File: src/rtl/mem_arbiter.sv
// mem_arbiter: shares one RAM port between an instruction cache and a data
// cache. A single FSM grants one side at a time, alternating on conflicts. Each
// access ends in one of four ways: the RAM reports ACCESS, a cycle-count timeout
// forces completion, the requester withdraws, or reset aborts it.
module mem_arbiter #(
    parameter int          TIMEOUT      = 64,
    parameter logic [31:0] TIMEOUT_WORD = 32'hBAD1BAD1
) (
    input  logic        CLK,
    input  logic        RST,
    input  logic        iREN,
    input  logic [31:0] iaddr,
    input  logic        dREN,
    input  logic        dWEN,
    input  logic [31:0] daddr,
    input  logic [31:0] dstore,
    output logic        iwait,
    output logic        dwait,
    output logic [31:0] iload,
    output logic [31:0] dload,
    output logic        ramREN,
    output logic        ramWEN,
    output logic [31:0] ramaddr,
    output logic [31:0] ramstore,
    input  logic [31:0] ramload,
    input  logic [1:0]  ramstate,
    output logic [7:0]  err_cnt,
    output logic        timeout
);

    typedef enum logic [2:0] {IDLE, DACC, IACC, DRESP, IRESP} state_t;

    localparam logic [1:0] RAM_ACCESS = 2'd2;
    localparam logic [1:0] RAM_ERROR  = 2'd3;
    localparam logic [7:0] CNT_LAST   = 8'(TIMEOUT - 1);

    state_t     state;
    logic       last_grant_d;
    logic [7:0] acc_cnt;

    logic d_pend;
    logic i_pend;
    logic grant_d;
    logic grant_i;
    logic in_acc;
    logic still_req;
    logic hit;
    logic expire;

    // Request decode, conflict resolution and access-completion conditions
    always_comb begin
        d_pend    = dREN | dWEN;
        i_pend    = iREN;
        grant_d   = d_pend && (!i_pend || !last_grant_d);
        grant_i   = i_pend && !grant_d;
        in_acc    = (state == DACC) || (state == IACC);
        still_req = (state == DACC) ? d_pend : i_pend;
        hit       = (ramstate == RAM_ACCESS);
        expire    = (acc_cnt == CNT_LAST);
    end

    // The timeout pulse is visible in the last access cycle itself; ACCESS wins a tie
    assign timeout = !RST && in_acc && still_req && !hit && expire;

    // Arbiter FSM with registered RAM-side and cache-side outputs
    always_ff @(posedge CLK) begin
        if (RST) begin
            state        <= IDLE;
            last_grant_d <= 1'b0;
            acc_cnt      <= 8'd0;
            err_cnt      <= 8'd0;
            iwait        <= 1'b1;
            dwait        <= 1'b1;
            iload        <= 32'd0;
            dload        <= 32'd0;
            ramREN       <= 1'b0;
            ramWEN       <= 1'b0;
            ramaddr      <= 32'd0;
            ramstore     <= 32'd0;
        end else begin
            case (state)
                IDLE: begin
                    if (grant_d) begin
                        state        <= DACC;
                        last_grant_d <= 1'b1;
                        acc_cnt      <= 8'd0;
                        ramaddr      <= daddr;
                        ramWEN       <= dWEN;
                        ramREN       <= !dWEN;
                        ramstore     <= dWEN ? dstore : 32'd0;
                    end else if (grant_i) begin
                        state        <= IACC;
                        last_grant_d <= 1'b0;
                        acc_cnt      <= 8'd0;
                        ramaddr      <= iaddr;
                        ramWEN       <= 1'b0;
                        ramREN       <= 1'b1;
                        ramstore     <= 32'd0;
                    end
                end
                DACC, IACC: begin
                    if (!still_req) begin
                        state    <= IDLE;
                        ramREN   <= 1'b0;
                        ramWEN   <= 1'b0;
                        ramaddr  <= 32'd0;
                        ramstore <= 32'd0;
                    end else begin
                        if (ramstate == RAM_ERROR && err_cnt != 8'hFF) begin
                            err_cnt <= err_cnt + 8'd1;
                        end
                        if (hit || expire) begin
                            ramREN   <= 1'b0;
                            ramWEN   <= 1'b0;
                            ramaddr  <= 32'd0;
                            ramstore <= 32'd0;
                            if (state == DACC) begin
                                state <= DRESP;
                                dwait <= 1'b0;
                                if (!ramWEN) begin
                                    dload <= hit ? ramload : TIMEOUT_WORD;
                                end
                            end else begin
                                state <= IRESP;
                                iwait <= 1'b0;
                                iload <= hit ? ramload : TIMEOUT_WORD;
                            end
                        end else begin
                            acc_cnt <= acc_cnt + 8'd1;
                        end
                    end
                end
                DRESP: begin
                    dwait <= 1'b1;
                    state <= IDLE;
                end
                IRESP: begin
                    iwait <= 1'b1;
                    state <= IDLE;
                end
                default: state <= IDLE;
            endcase
        end
    end

endmodule
File: config.mk
export PLATFORM = sky130hd
export DESIGN_NAME = mem_arbiter
export DESIGN_NICKNAME = d
export VERILOG_FILES = /design/src/rtl/mem_arbiter.sv
export SDC_FILE = /design/constraint.sdc
export NUM_CORES = 1
export LEC_CHECK = 0
export ABC_AREA = 0
export BUFFER_PORTS_ARGS = -buffer_cell sky130_fd_sc_hd__buf_2
export CAP_MARGIN = 20
export CORE_MARGIN = 2
export CORE_UTILIZATION = 48
export DETAILED_ROUTE_END_ITERATION = 8
export HOLD_SLACK_MARGIN = 0.08
export PLACE_DENSITY = 0.92
export SLEW_MARGIN = 20
export SYNTH_ARGS = -nofsm -noshare
export SYNTH_HDL_FRONTEND = slang
export SYNTH_SLANG_ARGS = --single-unit
File: constraint.sdc
create_clock -name CLK -period 4.7 [get_ports CLK]
set_input_delay 0.235 -clock CLK [delete_from_list [all_inputs] [get_ports CLK]]
set_output_delay 0.235 -clock CLK [all_outputs]
set_load 0.005 [all_outputs]
# Word-level counts from Yosys, hierarchy flattened
# Cells that the tools add are included.
# totals
ff_bits,152
latch_bits,0
mem_bits_rw,0
mem_bits_ro,0
inputBits,135
out_inout_bits,141
wordCells,102
mem_count,0
# op_classes
n_addsub,2
multipliers,0
div,0
order_cmp,0
eq_ne,15
shift,0
muxes,39
bitwise,3
reduce_logical,31
# op_table
operator,n
32-bit two-way mux,8
32-bit case mux with 2 select lines,2
8-bit two-way mux,4
8-bit by 1-bit adder with 8-bit output (second input constant),2
8-bit case mux with 2 select lines,1
4-bit AND reduction,4
3-bit two-way mux,5
1-bit two-way mux,14
2-bit inequality test (second input constant),5
8-bit by 6-bit == test with 1-bit output (second input constant),1
8-bit inequality test (second input constant),1
1-bit case mux with 2 select lines,4
2-bit nonzero test,4
1-bit logical AND,7
3-bit by 2-bit == test with 1-bit output (second input constant),2
1-bit zero test,6
3-bit inequality test (second input constant),2
3-bit case mux with 2 select lines,1
3-bit AND reduction,2
5-bit AND reduction,1
2-bit == test (second input constant),2
2-bit AND reduction,2
3-bit by 1-bit == test with 1-bit output (second input constant),1
3-bit == test (second input constant),1
5 further kinds,8

# Depth between registers and ports, before layout
# Gate-level depths: netlist of run 1.
# logic_depth
ltp_word,8
depth_mapped,8
ltp_nobuf,6

# Worst setup path after synthesis of run 1
# No wires, ideal clock.
# synth_timing
path_type,reg2reg
from,register acc_cnt[0]
to,register ramaddr[8]
setup_ns,0.128
arrival_time_ns,1.865
t_required_ns,4.572
path_slack_ns,2.707
path_stages_with_launch,9
path_buffers,2
synth_period_minus_slack_ns,1.993
path_cell_list,dfxtp_1 -> ha_1 -> nand3_1 -> o41a_1 -> a21oi_1 -> or2_2 -> clkbuf_1 -> buf_2 -> o22ai_1
# synth_between
elab_chain_len,4
# synth_lines
element,line,rtl
"start, declared",39,logic [7:0] acc_cnt;
"start signal, assigned",129,acc_cnt <= acc_cnt + 8'd1;
8-bit by 6-bit == test with 1-bit output,59,expire = (acc_cnt == CNT_LAST);
1-bit logical OR,112,if (hit || expire) begin
3-bit inequality test (no line),--,
3-bit AND reduction (no line),--,
"end signal, assigned",87,ramaddr <= daddr;
"end signal, assigned",95,ramaddr <= iaddr;
"end, declared",23,"output logic [31:0] ramaddr,"
# Every way passes these cells.
# A chain may end at the register's enable or synchronous reset.

# Worst setup path in the final report of run 1
# layout_timing
from,register state[2]
to,register ramaddr[12]
# layout_between
elab_chain_len,4
word_cells_on_any_way,11
classes_between,eq/ne (4); mux (3); reduce/logical (4)
# layout_lines
element,line,rtl
"start, declared",37,state_t state;
"start signal, assigned",68,state <= IDLE;
"start signal, assigned",84,state <= DACC;
"start signal, assigned",92,state <= IACC;
3-bit by 1-bit == test with 1-bit output or 3-bit by 2-bit == test with 1-bit output (tied branches),"57, 81",
1-bit two-way mux or 2-bit OR reduction (tied branches),"57, 81",
3-bit inequality test (no line) (tied with other cells),--,
3-bit AND reduction (no line) or 32-bit case mux with 2 select lines (tied branches),--,
# Parallel ways exist; a longest one is shown, timed or not.

==> reports/qor.yml, run 1 <==
run_status:
  outcome: "finished, final reports clean"
clock_network:
  clk_pin_slew_worst_paths_ps: 60
  cts_buffer_depth: 2
  cts_resized: 0
  cts_root_buffer: "clkbuf_16"
  post_cts_buffers: 0
  htreeDepth: 4
  insertion_delay_ps: 420
  cts_hold_buffers: 34
  tritoncts: "done"
  cts.sinks: 152
  cts_buffers: 17
worst_setup_path:
  arrival_ps: 3090
  cp_cell_sequence: "nor3_2, nor2b_2, nand2_1, o22ai_1"
  worst_setup_path_end_kind: "flop"
  regToRegStartpoint: "state[2]"
  rr_endpoint: "ramaddr[12]"
  worstSetupStartpointType: "flop"
  worstPathRequired_ps: 5020
  reg2reg_slack_ps: 1930
  worst-setup-path-type: "reg2reg"
  max_stage_delay_ps: 690
  cp_max_fo: 26
  reg2reg_depth: 4
  slowest_stage: "nand2_1"
  cpLargestDelayFamily: "simple AND/OR/NAND/NOR gates"
  path_buf_inv: 0
synthesis:
  synth_area_per_cell_um2: 9.53
  syn_inst: 620
  synth_top_flop_cell: "dfxtp_1"
  synth_edf_count: 0
  synth_seq_area_share: 0.515
  ys_warn_count: 0
  synth.cell_area_um2: 5910
  ys_seq_elements: 152
  syn-num-nets: 757
  async_flop_share: 0
  synthDistinctLibCells: 54
timing:
  rsz0062_at_grt: "false"
  slew_viol_final: 0
  finalCriticalPeriod_ps: 2770
  hold_violations: 0
  slew_headroom: 0.421
  finalSetupViolCount: 0
  fin_tns_setup_ps: 0
  clock-skew-final_ps: 9.32
  worst_pin_slew_ps: 867
  fmax_ghz: 0.361
  fin_crit_sh: 0.589
global_route:
  grt-ovfl-total: 0
  grt_usage: 0.275
  grt_max_degree: 45
  grt_pass1_wl_mm: 28.4
  antenna_found_initial: 0
  first_global_vias: 5559
route:
  drt-total-wl_mm: 18.7
  first_iter_violations: 550
  vias: 6012
  vias_per_cell: 5.66
  drt-pass1-iter-count: 5
  final_antenna_net_count: 0
  drc: 0
  wl_per_cell_um: 17.6
placement:
  io_buffers: 275
  place_congestion: 0.853
  hpwl_mm: 12.6
floorplanning:
  die_h_um: 115
  core_um2: 12000
  start_util: 0.492
  die-area_um2: 13200
  die_x_um: 115
  rows: 40
  boundaryPins: 276
flow_run:
  drv_cap: 0
power_and_ir_drop:
  p_per_area_nw_per_um2: 417
  p_switching_mw: 1.00
  switching_share: 0.291
  total_power_mw: 3.45
  ir_worst_vdd_mv: 0.275
  leakage_nw: 3.81
  p_int_mw: 2.45
  comb_power_share: 0.186
  p_seq_frac: 0.426
  clock_power_share: 0.388
final_layout:
  drive_gt1_frac: 0.363
  n_fill_cell: 872
  multi_input_area_um2: 2670
  num_antenna_cells: 0
  final_nets: 1039
  final_cell_mix: "buf_2 (275), dfxtp_1 (152), nor2_1 (103)"
  fin_util: 0.689
  final_common_cell: "buf_2"
  syn_to_final_growth_pct: 40.0
  regArea_um2: 3040
worst_hold_path:
  hold_start: "ramload[19]"
  min_to: "dload[19]"
  min_path_cells: 3
  min_path_type: "in2reg"
## Yosys cell counts, types with 2 or more instances
cell,instances,area [um2]
dfxtp_1,152,3040
nor2_1,103,387
nand2_1,44,165
a211oi_1,43,323
clkbuf_1,39,146
mux2i_1,35,350
a22o_1,32,280
a32oi_1,28,245
o22ai_1,27,169
o21ai_0,11,55.1
buf_2,9,45.0
nand3_1,8,40.0
nor3_1,6,30.0
a21oi_1,5,25.0
and2_1,5,31.3
nor2b_1,4,25.0
nor4_1,4,25.0
o311ai_0,4,35.0
xnor2_1,4,35.0
inv_1,3,11.3
nand2b_1,3,18.8
nand4_1,3,18.8
nor3_2,3,30.0
o31ai_1,3,22.5
or2_2,3,18.8
or3_1,3,18.8
or4_1,3,22.5
a221o_1,2,20.0
buf_4,2,15.0
ha_1,2,25.0
nor3b_1,2,15.0
o211ai_1,2,15.0
o21ai_1,2,10.0
## cells by family (layout without fill, tap and decap cells)
family | Yosys count | after routing | share of synthesized area
and+or+nand+nor | 200 | 200 | 0.153
xor gates and xnor gates | 5 | 5 | 0.00741
AOI/OAI and AO/OA | 169 | 169 | 0.219
buffers and inverters | 56 | 351 | 0.0403
muxes | 36 | 36 | 0.0612
adders and majority gates | 2 | 2 | 0.00424
DFF | 152 | 152 | 0.515
## worst min-delay path: cells and delay by family
kind / cells / cell delay [ps]
buffers and inverters: 1 / 90
AOI/OAI and AO/OA: 1 / 80
and+or+nand+nor: 1 / 70
## power groups by stage
stage	clock [mW]	sequential (mW)	combinational [mW]
after global placement	0	1.49	0.590
after detailed placement	0	1.49	0.607
after CTS	1.35	1.47	0.632
after floorplan	0	1.49	0.357
after global routing	1.42	1.48	0.695
final	1.34	1.47	0.641
## cell type report
cell class                 instances  area share
sequential                       152       0.368
multi-input combinational        412       0.322
timing repair buffer             316       0.215
clock buffer                      19      0.0548
tap                              147      0.0222
clock inverter                    13      0.0166
inverter                           3     0.00136
## routing by layer
metal	share of wire	track usage	routed length (um)	up-vias
li1	-	-	-	2866
met1	0.39	0.321	7310	2798
met2	0.50	0.478	9350	301
met3	0.068	0.0659	1280	47
met4	0.039	0.129	737	0
met5	0	0	0	-
## sequential cells by signal, indices dropped and copies added (netlist names), 3 cells and up
signal,flops
dload,32
ramaddr,32
acc_cnt,8
err_cnt,8
iload,32
state,3
ramstore,32
## metrics by stage
stage,worst slack [ps],std cells,instance area [um2],hold WS [ps]
finish,1930,1062,8270,96.7
global route,1760,1062,8270,94.0
CTS,1530,1062,8260,87.1
detailed placement,1580,996,7330,448
global placement,1740,995,7320,443
floorplan,2710,620,5910,368
## worst max path at each step
| stage | from | end | slack, ps | cells past startpoint |
|---|---|---|---|---|
| after floorplan | acc_cnt[0] | ramaddr[8] | 2710 | 8 |
| after global placement | state[2] | ramaddr[8] | 1740 | 4 |
| after detailed placement | state[2] | ramaddr[5] | 1580 | 4 |
| after CTS | state[2] | ramaddr[5] | 1530 | 4 |
| after global routing | state[2] | ramaddr[12] | 1760 | 4 |
| final | state[2] | ramaddr[12] | 1930 | 4 |
Note: power is estimated with default switching activity, not from simulation.
==> run 2: changes to the inputs <==
--- a/config.mk
+++ b/config.mk
@@ -9,10 +9,10 @@
 export BUFFER_PORTS_ARGS = -buffer_cell sky130_fd_sc_hd__buf_2
 export CAP_MARGIN = 20
 export CORE_MARGIN = 2
-export CORE_UTILIZATION = 48
+export CORE_UTILIZATION = 46
 export DETAILED_ROUTE_END_ITERATION = 8
 export HOLD_SLACK_MARGIN = 0.08
-export PLACE_DENSITY = 0.92
+export PLACE_DENSITY = 0.89
 export SLEW_MARGIN = 20
 export SYNTH_ARGS = -nofsm -noshare
 export SYNTH_HDL_FRONTEND = slang
==> constraint.sdc (replaced) <==
create_clock -name CLK -period 2.7 [get_ports CLK]
set_input_delay 0.135 -clock CLK [delete_from_list [all_inputs] [get_ports CLK]]
set_output_delay 0.135 -clock CLK [all_outputs]
set_load 0.005 [all_outputs]
==> run 2 against run 1 <==
Final cell count increased by 11%. Critical endpoint is now timeout. Power up 84%. Global-route usage grew 2.2 points. Utilization is 4.6 points higher. Combinational power up 110%. Die area is 4.2% higher. Critical path type is now reg2out. Clock-buffer cell count rose by 1. Clock skew up 10 ps. Sequential cell count is the same. Setup slack worse by 1600 ps. Largest power group unchanged.
==> reports/qor.yml, run 2 (synthesized netlist as in run 1, its figures left out) <==
timing:
  fin_crit_sh: 0.894
  hold_violations: 0
  rsz0062_at_grt: "false"
  slew_headroom: 0.476
  fin_tns_setup_ps: 0
  finalCriticalPeriod_ps: 2410
  worst_pin_slew_ps: 786
  whs_ps: 98.5
  slew_viol_final: 0
  fmax_ghz: 0.414
  clock-skew-final_ps: 19.6
  finalSetupViolCount: 0
route:
  met2WireLength_mm: 10.1
  drt-total-wl_mm: 21.1
  met3_length_mm: 1.78
  drc: 0
  wl_per_cell_um: 17.9
  vias: 6638
  vias_per_cell: 5.63
  met1Wirelength_mm: 7.76
  routed.top_layer: "met4"
  final_antenna_net_count: 0
  drt-pass1-iter-count: 6
  first_iter_violations: 483
final_layout:
  final_cell_mix: "buf_2 (275), dfxtp_1 (152), dlygate4sd3_1 (115)"
  final_common_cell: "buf_2"
  final_nets: 1130
  finalNonFillerCells: 1180
  drive_gt1_frac: 0.337
  syn_to_final_growth_pct: 56.4
placement:
  hpwl_mm: 12.3
  place_congestion: 0.869
  placed_cells: 1031
  io_buffers: 275
worst_setup_path:
  reg2reg_depth: 7
  worst_setup_path_end_kind: "output port"
  rr_endpoint: "dload[9]"
  regToRegStartpoint: "acc_cnt[0]"
  max_stage_delay_ps: 400
  cp.depth: 6
  path_buf_inv: 1
  worstSetupStartpointType: "flop"
  slowest_stage: "or4_1"
  worst-setup-path-type: "reg2out"
  cp_max_fo: 5
  arrival_ps: 2280
  cpLargestDelayFamily: "simple AND/OR/NAND/NOR gates"
  worstPathRequired_ps: 2570
  cp_cell_sequence: "ha_1, nand3_1, or2_2, or4_1, nor4_1, buf_2"
  reg2reg_slack_ps: 310
  cp-endpoint: "timeout"
  critPathLaunch: "acc_cnt[0]"
global_route:
  grt_pass1_wl_mm: 33.1
  grt_max_degree: 79
  first_global_vias: 6507
  grt-ovfl-total: 0
  grt_usage: 0.298
  antenna_found_initial: 1
clock_network:
  cts_resized: 0
  insertion_delay_ps: 420
  tritoncts: "done"
  htreeDepth: 4
  clk_pin_slew_worst_paths_ps: 70
  cts_root_buffer: "clkbuf_16"
  cts_buffers: 17
  cts.sinks: 152
  post_cts_buffers: 0
  cts_buffer_depth: 2
power_and_ir_drop:
  p_seq_frac: 0.403
  switching_share: 0.282
  p_per_area_nw_per_um2: 688
  clock_power_share: 0.389
  p_int_mw: 4.56
  ir_worst_vdd_mv: 0.526
  comb_power_share: 0.208
  p_switching_mw: 1.79
  leakage_nw: 4.21
worst_hold_path:
  min_path_type: "in2reg"
  hold_start: "iaddr[28]"
  min_path_cells: 3
floorplanning:
  die_h_um: 117
  start_util: 0.470
  die_x_um: 117
  rows: 41
  die-area_um2: 13800
  core_um2: 12600
  boundaryPins: 276
run_status:
  outcome: "finished, final reports clean"
flow_run:
  drv_cap: 0
[run 2: cell count changes in the layout (fill, tap and decap cells not counted), sizes merged]
cell         delta
bufinv          +2
inv             -2
diode           +2
clkinvlp        -1
dlygate4sd3    +81
clkbuf          +1
buf            +10
[run 2: worst min-delay path by stage]
stage,endpoint,slack (ps)
4_1_cts,ramaddr[10],80
3_5_place_dp,ramstore[20],350
6_report,ramaddr[28],100
3_3_place_gp,ramstore[10],350
5_1_grt,dload[13],100
2_1_floorplan,ramstore[0],270
[run 2: tightest hold or removal path: stages]
cell and delay, ps:
buf_2 100, mux2i_1 130, a211oi_1 100
[run 2: through the flow]
stage | worst slack (ps) | total power [mW] | util | area (um2)
floorplan | 707 | 3.21 | - | 5910
global placement | 331 | 3.64 | 0.592 | 7430
detailed placement | 423 | 3.68 | 0.594 | 7460
CTS | 271 | 6.29 | 0.734 | 9230
global route | 73.9 | 6.59 | 0.735 | 9230
finish | 286 | 6.36 | 0.735 | 9240
[run 2: power groups by stage]
stage / combinational, mW / clock [mW] / sequential, mW
global placement: 1.05 / 0 / 2.59
CTS: 1.25 / 2.49 / 2.55
floorplan: 0.622 / 0 / 2.59
global route: 1.41 / 2.60 / 2.58
finish: 1.32 / 2.47 / 2.56
detailed placement: 1.09 / 0 / 2.59
[run 2: layout make-up]
| class | count | area (um2) |
|---|---|---|
| antenna | 2 | 5.00 |
| clock buffer | 20 | 457 |
| tap | 172 | 215 |
| fill | 830 | 3330 |
| sequential | 152 | 3040 |
| clock inverter | 12 | 160 |
| multi-input combinational | 412 | 2660 |
| timing repair buffer | 407 | 2690 |
| inverter | 3 | 11.3 |
[run 2: repair_timing]
| item | CTS | global route |
|---|---|---|
| setup endpoints to repair | 0 | 0 |
| hold buffers | 115 | 0 |
| hold endpoints to repair | 109 | 0 |
[run 2: metal layers]
metal | up-vias | global-route usage
met1 | 3051 | 0.324
met2 | 442 | 0.500
met4 | 0 | 0.218
met5 | - | 0
li1 | 3039 | -
met3 | 106 | 0.0783
